--- src/rtl/reset_sequencer_if.sv ---
// reset_sequencer_if
// Groups the reset request inputs and the sequenced reset outputs of reset_sequencer.
//   sw_rst_req  : software reset request, active-high
//   wdt_rst_req : watchdog reset request, active-high
//   rst_out     : per-domain reset, active-high, bit 0 releases first
//   rst_done    : high once every domain is released
//   rst_cause   : cause of the last reset (00 rst_n, 01 software, 10 watchdog)
// Modports: master = requester / observer, slave = the sequencer.
interface reset_sequencer_if #(
  parameter int unsigned N_DOMAINS = 3
);
  logic                 sw_rst_req;
  logic                 wdt_rst_req;
  logic [N_DOMAINS-1:0] rst_out;
  logic                 rst_done;
  logic [1:0]           rst_cause;

  modport master (
    output sw_rst_req,
    output wdt_rst_req,
    input  rst_out,
    input  rst_done,
    input  rst_cause
  );

  modport slave (
    input  sw_rst_req,
    input  wdt_rst_req,
    output rst_out,
    output rst_done,
    output rst_cause
  );
endinterface

--- src/rtl/reset_sequencer.sv ---
// reset_sequencer
// Holds N_DOMAINS reset domains asserted for HOLD_CYCLES after a reset event, then releases
// them one at a time (bit 0 first) every STAGE_DELAY cycles. Software and watchdog requests
// restart the sequence from the top.
// Ports:
//   clk   : clock, rising edge
//   rst_n : synchronous active-low reset, already synchronized to clk
//   bus   : reset_sequencer_if.slave (requests in, rst_out/rst_done/rst_cause out)
// Parameters: N_DOMAINS (1..8), HOLD_CYCLES (>=1), STAGE_DELAY (>=1).
// Build option: define RESET_SEQUENCER_CAUSE_EN to build the reset-cause register;
// without it rst_cause is tied to 00.
module reset_sequencer #(
  parameter int unsigned N_DOMAINS   = 3,
  parameter int unsigned HOLD_CYCLES = 16,
  parameter int unsigned STAGE_DELAY = 8
) (
  input  logic                    clk,
  input  logic                    rst_n,
  reset_sequencer_if.slave        bus
);

  localparam int unsigned MaxCycles = (HOLD_CYCLES > STAGE_DELAY) ? HOLD_CYCLES : STAGE_DELAY;
  localparam int unsigned CntW      = $clog2(MaxCycles + 1);

  // The counter value seen on the edge that completes a phase: the edge after a reset
  // event is edge 1, so the phase ends when the counter already holds length - 1.
  localparam logic [CntW-1:0] HoldLast  = CntW'(HOLD_CYCLES - 1);
  localparam logic [CntW-1:0] StageLast = CntW'(STAGE_DELAY - 1);

  typedef enum logic [1:0] {
    StHold,
    StRelease,
    StRun
  } state_e;

  state_e               r_state_q, w_state_d;
  logic [CntW-1:0]      r_cnt_q, w_cnt_d;
  logic [N_DOMAINS-1:0] r_out_q, w_out_d;
  logic                 r_done_q, w_done_d;

  logic                 w_req;
  logic [N_DOMAINS-1:0] w_out_shift;

  assign w_req = bus.sw_rst_req | bus.wdt_rst_req;

  // rst_out is always a run of ones above a run of zeros, so shifting left by one clears
  // exactly the lowest still-asserted domain.
  assign w_out_shift = r_out_q << 1;

  always_comb begin
    w_state_d = r_state_q;
    w_cnt_d   = r_cnt_q;
    w_out_d   = r_out_q;
    w_done_d  = r_done_q;

    if (w_req) begin
      // A request in any state (including HOLD) restarts the hold from zero.
      w_state_d = StHold;
      w_cnt_d   = '0;
      w_out_d   = '1;
      w_done_d  = 1'b0;
    end else begin
      unique case (r_state_q)
        StHold: begin
          if (r_cnt_q == HoldLast) begin
            w_cnt_d = '0;
            w_out_d = w_out_shift;
            if (w_out_shift == '0) begin
              w_state_d = StRun;
              w_done_d  = 1'b1;
            end else begin
              w_state_d = StRelease;
            end
          end else begin
            w_cnt_d = r_cnt_q + CntW'(1);
          end
        end
        StRelease: begin
          if (r_cnt_q == StageLast) begin
            w_cnt_d = '0;
            w_out_d = w_out_shift;
            if (w_out_shift == '0) begin
              w_state_d = StRun;
              w_done_d  = 1'b1;
            end
          end else begin
            w_cnt_d = r_cnt_q + CntW'(1);
          end
        end
        StRun: begin
          w_cnt_d = '0;
        end
        default: begin
          w_state_d = StHold;
          w_cnt_d   = '0;
          w_out_d   = '1;
          w_done_d  = 1'b0;
        end
      endcase
    end
  end

  always_ff @(posedge clk) begin
    if (!rst_n) begin
      r_state_q <= StHold;
      r_cnt_q   <= '0;
      r_out_q   <= '1;
      r_done_q  <= 1'b0;
    end else begin
      r_state_q <= w_state_d;
      r_cnt_q   <= w_cnt_d;
      r_out_q   <= w_out_d;
      r_done_q  <= w_done_d;
    end
  end

  assign bus.rst_out  = r_out_q;
  assign bus.rst_done = r_done_q;

`ifdef RESET_SEQUENCER_CAUSE_EN
  logic [1:0] r_cause_q;

  // Watchdog wins when both requests arrive on the same edge.
  always_ff @(posedge clk) begin
    if (!rst_n) begin
      r_cause_q <= 2'b00;
    end else if (bus.wdt_rst_req) begin
      r_cause_q <= 2'b10;
    end else if (bus.sw_rst_req) begin
      r_cause_q <= 2'b01;
    end
  end

  assign bus.rst_cause = r_cause_q;
`else
  assign bus.rst_cause = 2'b00;
`endif

endmodule

--- src/flat_wrapper.sv ---
// flat-port wrapper written by rule: the top's interface ports become plain ports
module reset_sequencer_flat 
#(
  parameter int unsigned N_DOMAINS   = 3,
  parameter int unsigned HOLD_CYCLES = 16,
  parameter int unsigned STAGE_DELAY = 8
)
  (clk, rst_n, bus_sw_rst_req, bus_wdt_rst_req, bus_rst_out, bus_rst_done, bus_rst_cause);
  reset_sequencer_if #(.N_DOMAINS(N_DOMAINS)) bus_i ();
  input  logic clk;
  input  logic rst_n;
  input wire logic [$bits(bus_i.sw_rst_req)-1:0] bus_sw_rst_req;
  input wire logic [$bits(bus_i.wdt_rst_req)-1:0] bus_wdt_rst_req;
  output wire logic [$bits(bus_i.rst_out)-1:0] bus_rst_out;
  output wire logic [$bits(bus_i.rst_done)-1:0] bus_rst_done;
  output wire logic [$bits(bus_i.rst_cause)-1:0] bus_rst_cause;
  assign bus_i.sw_rst_req = bus_sw_rst_req;
  assign bus_i.wdt_rst_req = bus_wdt_rst_req;
  assign bus_rst_out = bus_i.rst_out;
  assign bus_rst_done = bus_i.rst_done;
  assign bus_rst_cause = bus_i.rst_cause;
  reset_sequencer #(.N_DOMAINS(N_DOMAINS), .HOLD_CYCLES(HOLD_CYCLES), .STAGE_DELAY(STAGE_DELAY)) u_core (.clk(clk), .rst_n(rst_n), .bus(bus_i));
endmodule
--- config.mk ---
export PLATFORM = sky130hd
export DESIGN_NAME = reset_sequencer_flat
export DESIGN_NICKNAME = d
export VERILOG_FILES = /design/src/rtl/reset_sequencer_if.sv /design/src/rtl/reset_sequencer.sv /design/src/flat_wrapper.sv
export SDC_FILE = /design/constraint.sdc
export NUM_CORES = 1
export LEC_CHECK = 0
export ABC_CLOCK_PERIOD_IN_PS = 2220
export CORE_AREA = 2 2 39 41
export CTS_CLUSTER_SIZE = 24
export DETAILED_ROUTE_END_ITERATION = 10
export DIE_AREA = 0 0 41 43
export GPL_ROUTABILITY_DRIVEN = 1
export GPL_TIMING_DRIVEN = 0
export SLEW_MARGIN = 5
export SYNTH_ARGS = -nofsm -noshare
export SYNTH_HDL_FRONTEND = slang
export SYNTH_SLANG_ARGS = --single-unit
--- constraint.sdc ---
create_clock -name clk -period 2.22 [get_ports clk]
set_clock_uncertainty 0.2 [all_clocks]
set_input_delay 0.222 -clock clk [delete_from_list [all_inputs] [get_ports clk]]
set_output_delay 0.222 -clock clk [all_outputs]
set_load 0.01 [all_outputs]
==> out/results.txt, run 1 <==
Clock Path Buffers: 2
post-DP HPWL: 651 um
layout cells sized above 1: 0.132
per-cell routed wire length: 10.5 um
pin count of the biggest net entering global routing: 8
initial drt markers: 7
CTS sink cnt: 11
clk_lat worst skew: 0.26 ns
kind of critical path: flip-flop to flip-flop
Final Cycle Share: 0.841
die width: 41 um
Port Buffers: 7
RSZ-0062 raised after global routing: no
Hold Vio Cnt, Final: 0
vias in the first global route: 376
final net count: 76
pwr dens: 530 nW/um^2
Seq pwr share: 0.571
I/O pin cnt: 10
Hold Buf Count CTS: 0
fin util: 0.475
Critical Path Source Type: flip-flop
routed via count: 418
Setup TNS: 0 ns
Synth warnings: 0
routed wire length: 883 um
syn avg cell area: 9.59 sq um
Avg Vias per Cell: 4.98
clock power share: 0.382
total grt overflow: 0
Hold WC Path Type: flip-flop to flip-flop
H-tree levels: 1
routability cong.: 0.665
VDD IR max: 339 uV
critical path required time: 2.21 ns
CTS tree: built
cell area after synthesis: 537 sq um
initial core utilization: 0.388
Switching Fraction: 0.202
clock-pin transition on the worst setup and hold timing paths: 0.07 ns
CTS Root Cell: clkbuf_4
ANT nets after route: 0
crit path DAT: 1.86 ns
most frequent cells in the layout: dfxtp_1, clkdlybuf4s50_1, inv_1, nor3_1
Resize count post-CTS: 0
Leakage: 0.257 nW
outcome: finished clean
# rows: 14
initial antenna violation count: 0
first-pass GRT wire length: 1540 um
DRC Markers: 0
Inserted Diodes: 0
Net Switching: 0.0702 mW
Global Route Usage Sum: 0.132
FF+latch count, synth: 11
core area: 1380 sq um
Power Total: 0.348 mW
Die ar.: 1760 sq um
Comb pwr share: 0.048
P&R area growth vs syn: 22.4%
max cap viols: 0
CTS Buf Count: 3
# setup viols final: 0
fraction of the yosys area taken by sequential cells: 0.410
CP endpoint kind: flip-flop
Max Freq: 536 MHz
Die Ht: 43 um
most common cell after layout, fill and taps aside: dfxtp_1
clock period minus worst slack: 1.87 ns
post-CTS repair timing setup buffer count: 0
Slew Viols, Final: 0
Syn Inst Count: 56
drt first pass iters: 4
number of fill cells: 140
Yosys cell types: 28
highest net fanout along the worst path: 4
P_int: 0.278 mW
[power groups by stage]
stage	clock, mW	combinational, mW	sequential, mW
3_5_place_dp	0	0.0166	0.203
3_3_place_gp	0	0.0166	0.203
4_1_cts	0.140	0.0167	0.199
5_1_grt	0.150	0.0187	0.199
6_report	0.133	0.0166	0.199
2_1_floorplan	0	0.0105	0.203
[metrics by stage]
stage / instance area [sq um] / setup WS (ns) / hold WS [ns] / cells
after detailed placement: 631 / 0.385 / 0.251 / 80
after floorplan: 541 / 0.561 / 0.229 / 57
final: 657 / 0.353 / 0.264 / 84
after CTS: 657 / 0.342 / 0.265 / 84
after global placement: 631 / 0.381 / 0.249 / 80
after global routing: 657 / 0.137 / 0.281 / 84
[final cells by class]
class,count,area (sq um),share of cell area
multi-input combinational,39,287,0.436
inverter,5,18.8,0.0286
timing repair buffer,7,70.1,0.107
clock buffer,4,26.3,0.0400
tap,16,20.0,0.0305
sequential,11,220,0.335
buffer,2,15.0,0.0229
[layer usage]
layer / part of all wire / track usage / up-vias
met4: 0.015 / 0.100 / 0
met1: 0.51 / 0.177 / 182
met5: 0 / 0 / -
li1: - / - / 223
met2: 0.42 / 0.163 / 11
met3: 0.062 / 0.0471 / 2
[registers in the layout (all words and copies together) (netlist names)]
name	flops
u_core.bus.rst_done	1
u_core.r_state_q	2
u_core.r_cnt_q	5
u_core.bus.rst_out	3
[synth_stat cells (all sizes together)]
cell type,instances,area share
o211a,1,0.019
or3b,1,0.021
a2bb2oi,1,0.016
xor2,1,0.016
o221ai,2,0.033
nor2,4,0.042
inv,5,0.035
conb,1,0.0070
nor3b,1,0.014
o2bb2ai,1,0.016
nand3,2,0.019
nand2b,2,0.037
o22a,1,0.016
mux2i,2,0.037
a21boi,1,0.014
ha,3,0.070
o21ai,2,0.019
nor2b,1,0.012
dfxtp,11,0.41
nand2,1,0.0070
and4bb,1,0.023
or3,1,0.012
buf,2,0.028
a21oi,2,0.019
and2,1,0.012
nor3,5,0.047
[path summary, 6_finish.rpt]
kind | from | to | slack, ns | depth (start not counted)
setup / recovery | u_core.r_cnt_q[0] | u_core.bus.rst_out[2] | 0.35 | 7
hold / removal | u_core.r_cnt_q[0] | u_core.r_cnt_q[0] | 0.26 | 1
setup reg to reg | u_core.r_cnt_q[0] | u_core.bus.rst_out[2] | 0.35 | 7
hold reg to reg | u_core.r_cnt_q[0] | u_core.r_cnt_q[0] | 0.26 | 1
[logic make-up after synthesis]
kind of cell,Yosys count,share of synthesized area
adders and majority gates,3,0.0699
DFF,11,0.410
AOI/OAI and AO/OA,11,0.152
and+or+nand+nor,20,0.245
muxes,2,0.0373
buffers and inverters,7,0.0629
xor gates and xnor gates,1,0.0163
other,1,0.00699
[worst max-delay path, cell delays in order (launching register included)]
cell and delay [ns]:
dfxtp_1 0.36, ha_1 0.22, nand3_1 0.12, inv_1 0.08, ha_1 0.16, nor2b_1 0.22
o22a_1 0.24, mux2i_1 0.19
Power figures use the tool's default switching activity.
==> run 2, diff against run 1 <==
--- a/config.mk
+++ b/config.mk
@@ -5,13 +5,14 @@
 export SDC_FILE = /design/constraint.sdc
 export NUM_CORES = 1
 export LEC_CHECK = 0
-export ABC_CLOCK_PERIOD_IN_PS = 2220
+export ABC_CLOCK_PERIOD_IN_PS = 1650
 export CORE_AREA = 2 2 39 41
 export CTS_CLUSTER_SIZE = 24
 export DETAILED_ROUTE_END_ITERATION = 10
 export DIE_AREA = 0 0 41 43
 export GPL_ROUTABILITY_DRIVEN = 1
 export GPL_TIMING_DRIVEN = 0
+export PLACE_DENSITY = 0.67
 export SLEW_MARGIN = 5
 export SYNTH_ARGS = -nofsm -noshare
 export SYNTH_HDL_FRONTEND = slang
==> constraint.sdc (replaced) <==
create_clock -name clk -period 1.65 [get_ports clk]
set_clock_uncertainty 0.2 [all_clocks]
set_input_delay 0.165 -clock clk [delete_from_list [all_inputs] [get_ports clk]]
set_output_delay 0.165 -clock clk [all_outputs]
set_load 0.01 [all_outputs]
==> out/results.txt, run 2 (synthesized netlist as in run 1, its figures left out) <==
outcome: finished clean
most frequent cells in the layout: dfxtp_1, clkdlybuf4s50_1, nor3_1, buf_4, inv_1
Multi-input gate area: 342 sq um (+19%)
R2R Path End: u_core.r_cnt_q[4]
DRC Markers: 0 (unchanged)
pin count of the biggest net entering global routing: 8 (unchanged)
routability cong.: 0.684 (+2.8%)
CTS Root Cell: clkbuf_4
Global Route Usage Sum: 0.142 (+0.00990)
I/O pin cnt: 10 (unchanged)
core area: 1380 sq um (unchanged)
CTS tree: built
Max Freq: 622 MHz (+16%)
register area: 223 sq um (+1.1%)
Reg with most FFs: u_core.r_cnt_q
Slew Viols, Final: 0 (unchanged)
Inserted Diodes: 0 (unchanged)
crit path DAT: 1.62 ns (-0.24 ns)
die width: 41 um (unchanged)
initial drt markers: 1 (-6)
# setup viols final: 0 (unchanged)
kind of critical path: flip-flop to flip-flop
CTS Buf Count: 3 (unchanged)
Critical Path Source Type: flip-flop
CTS sink cnt: 11 (unchanged)
clock period minus worst slack: 1.61 ns (-0.259 ns)
Leakage: 0.269 nW (+4.6%)
number of fill cells: 128 (-8.6%)
max cap viols: 0 (unchanged)
total grt overflow: 0 (unchanged)
max FFs per register: 5 (unchanged)
Avg Vias per Cell: 5.01 (+0.71%)
routed wire length: 1050 um (+19%)
Hold Slack: 0.264 ns (+0.000364 ns)
Critical path destination: u_core.r_cnt_q[4]
P&R area growth vs syn: 37.3%
layout cells sized above 1: 0.296 (+0.163)
vias in the first global route: 399 (+6.1%)
Hold Crit Depth: 1 (unchanged)
Clock Path Buffers: 2 (unchanged)
post-DP HPWL: 670 um (+3.0%)
Die ar.: 1760 sq um (unchanged)
Final Cell Area: 737 sq um (+12%)
initial antenna violation count: 0 (unchanged)
clk_lat worst skew: 0.27 ns (about the same)
H-tree levels: 1 (unchanged)
crit path from: u_core.r_cnt_q[1]
# rows: 14 (unchanged)
clock-pin transition on the worst setup and hold timing paths: 0.07 ns (about the same)
ANT nets after route: 0 (unchanged)
drt first pass iters: 4 (unchanged)
Reg2Reg Depth: 6 (-1)
RSZ-0062 raised after global routing: yes
critical path required time: 1.66 ns (-0.55 ns)
VDD IR max: 494 uV (+46%)
initial core utilization: 0.388 (unchanged)
r2r setup slk: 0.04 ns (-0.31 ns)
pwr dens: 654 nW/um^2 (+23%)
Post-Place Cell Area: 633 sq um (+0.40%)
per-cell routed wire length: 12.1 um (+15%)
Die Ht: 43 um (unchanged)
first-pass GRT wire length: 1640 um (+6.3%)
Hold Vio Cnt, Final: 0 (unchanged)
routed via count: 436 (+4.3%)
highest net fanout along the worst path: 2 (-2)
final net count: 79 (+3.9%)
worst r2r src: u_core.r_cnt_q[1]
most common cell after layout, fill and taps aside: dfxtp_1
Hold WC Path Type: flip-flop to flip-flop
CP endpoint kind: flip-flop
Port Buffers: 7 (unchanged)
Final Cycle Share: 0.974 (+0.133)
run 2: power breakdown:
part	leakage (nW)	switching [mW]	total [mW]	internal (mW)
combinational	0.164	0.00907	0.0252	0.0162
sequential	0.0898	0.00153	0.268	0.267
clock	0.0150	0.0950	0.189	0.0936
total	0.269	0.106	0.482	0.377
run 2: area by class of cell:
class                           instances  area share
Tap cell                               16      0.0272
Sequential cell                        11       0.302
Multi-Input combinational cell         39       0.463
Timing Repair Buffer                   10       0.126
Clock buffer                            4      0.0357
Buffer                                  2      0.0204
Inverter                                5      0.0255
run 2: worst min-delay path by stage:
stage	startpoint	slack, ns	end
6_report	u_core.bus.rst_done	0.26	u_core.bus.rst_done
5_1_grt	u_core.bus.rst_done	0.31	u_core.bus.rst_done
4_1_cts	u_core.bus.rst_done	0.27	u_core.bus.rst_done
3_5_place_dp	u_core.bus.rst_done	0.25	u_core.bus.rst_done
3_3_place_gp	u_core.bus.rst_done	0.25	u_core.bus.rst_done
2_1_floorplan	bus_sw_rst_req	0.23	u_core.bus.rst_out[0]
run 2: per-layer routing:
| layer | track usage | vias to the layer above | share of wire |
|---|---|---|---|
| met1 | 0.155 | 196 | 0.41 |
| met3 | 0.0785 | 2 | 0.068 |
| met5 | 0 | - | 0 |
| met4 | 0.0400 | 0 | 0.0048 |
| met2 | 0.225 | 11 | 0.51 |
| li1 | - | 227 | - |
run 2: through the flow:
step           instances  setup TNS [ns]  utilization  power (mW)  setup WS [ns]
6_report              87               0        0.533       0.482         0.0424
5_1_grt               87         -0.0812        0.533       0.498        -0.0419
4_1_cts               85               0        0.500       0.484         0.0145
3_5_place_dp          80          -0.651        0.458       0.296         -0.140
3_3_place_gp          80          -0.502        0.458       0.296         -0.133
2_1_floorplan         57               0            -       0.288         0.0140
run 2: timing repair:
item                       4_1_cts  5_1_grt
gates resized for setup          6        6
hold buffers                     0        0
pin swaps                        1        1
hold endpoints to repair         0        0
setup endpoints to repair        6        6
setup buffers                    1        2
run 2: worst max-delay path, cell delays in order (launching register included):
cell and delay, ns:
dfxtp_2 0.36, ha_4 0.16, nand3_4 0.08, inv_2 0.07
ha_4 0.18, or3_1 0.38, a21oi_2 0.12
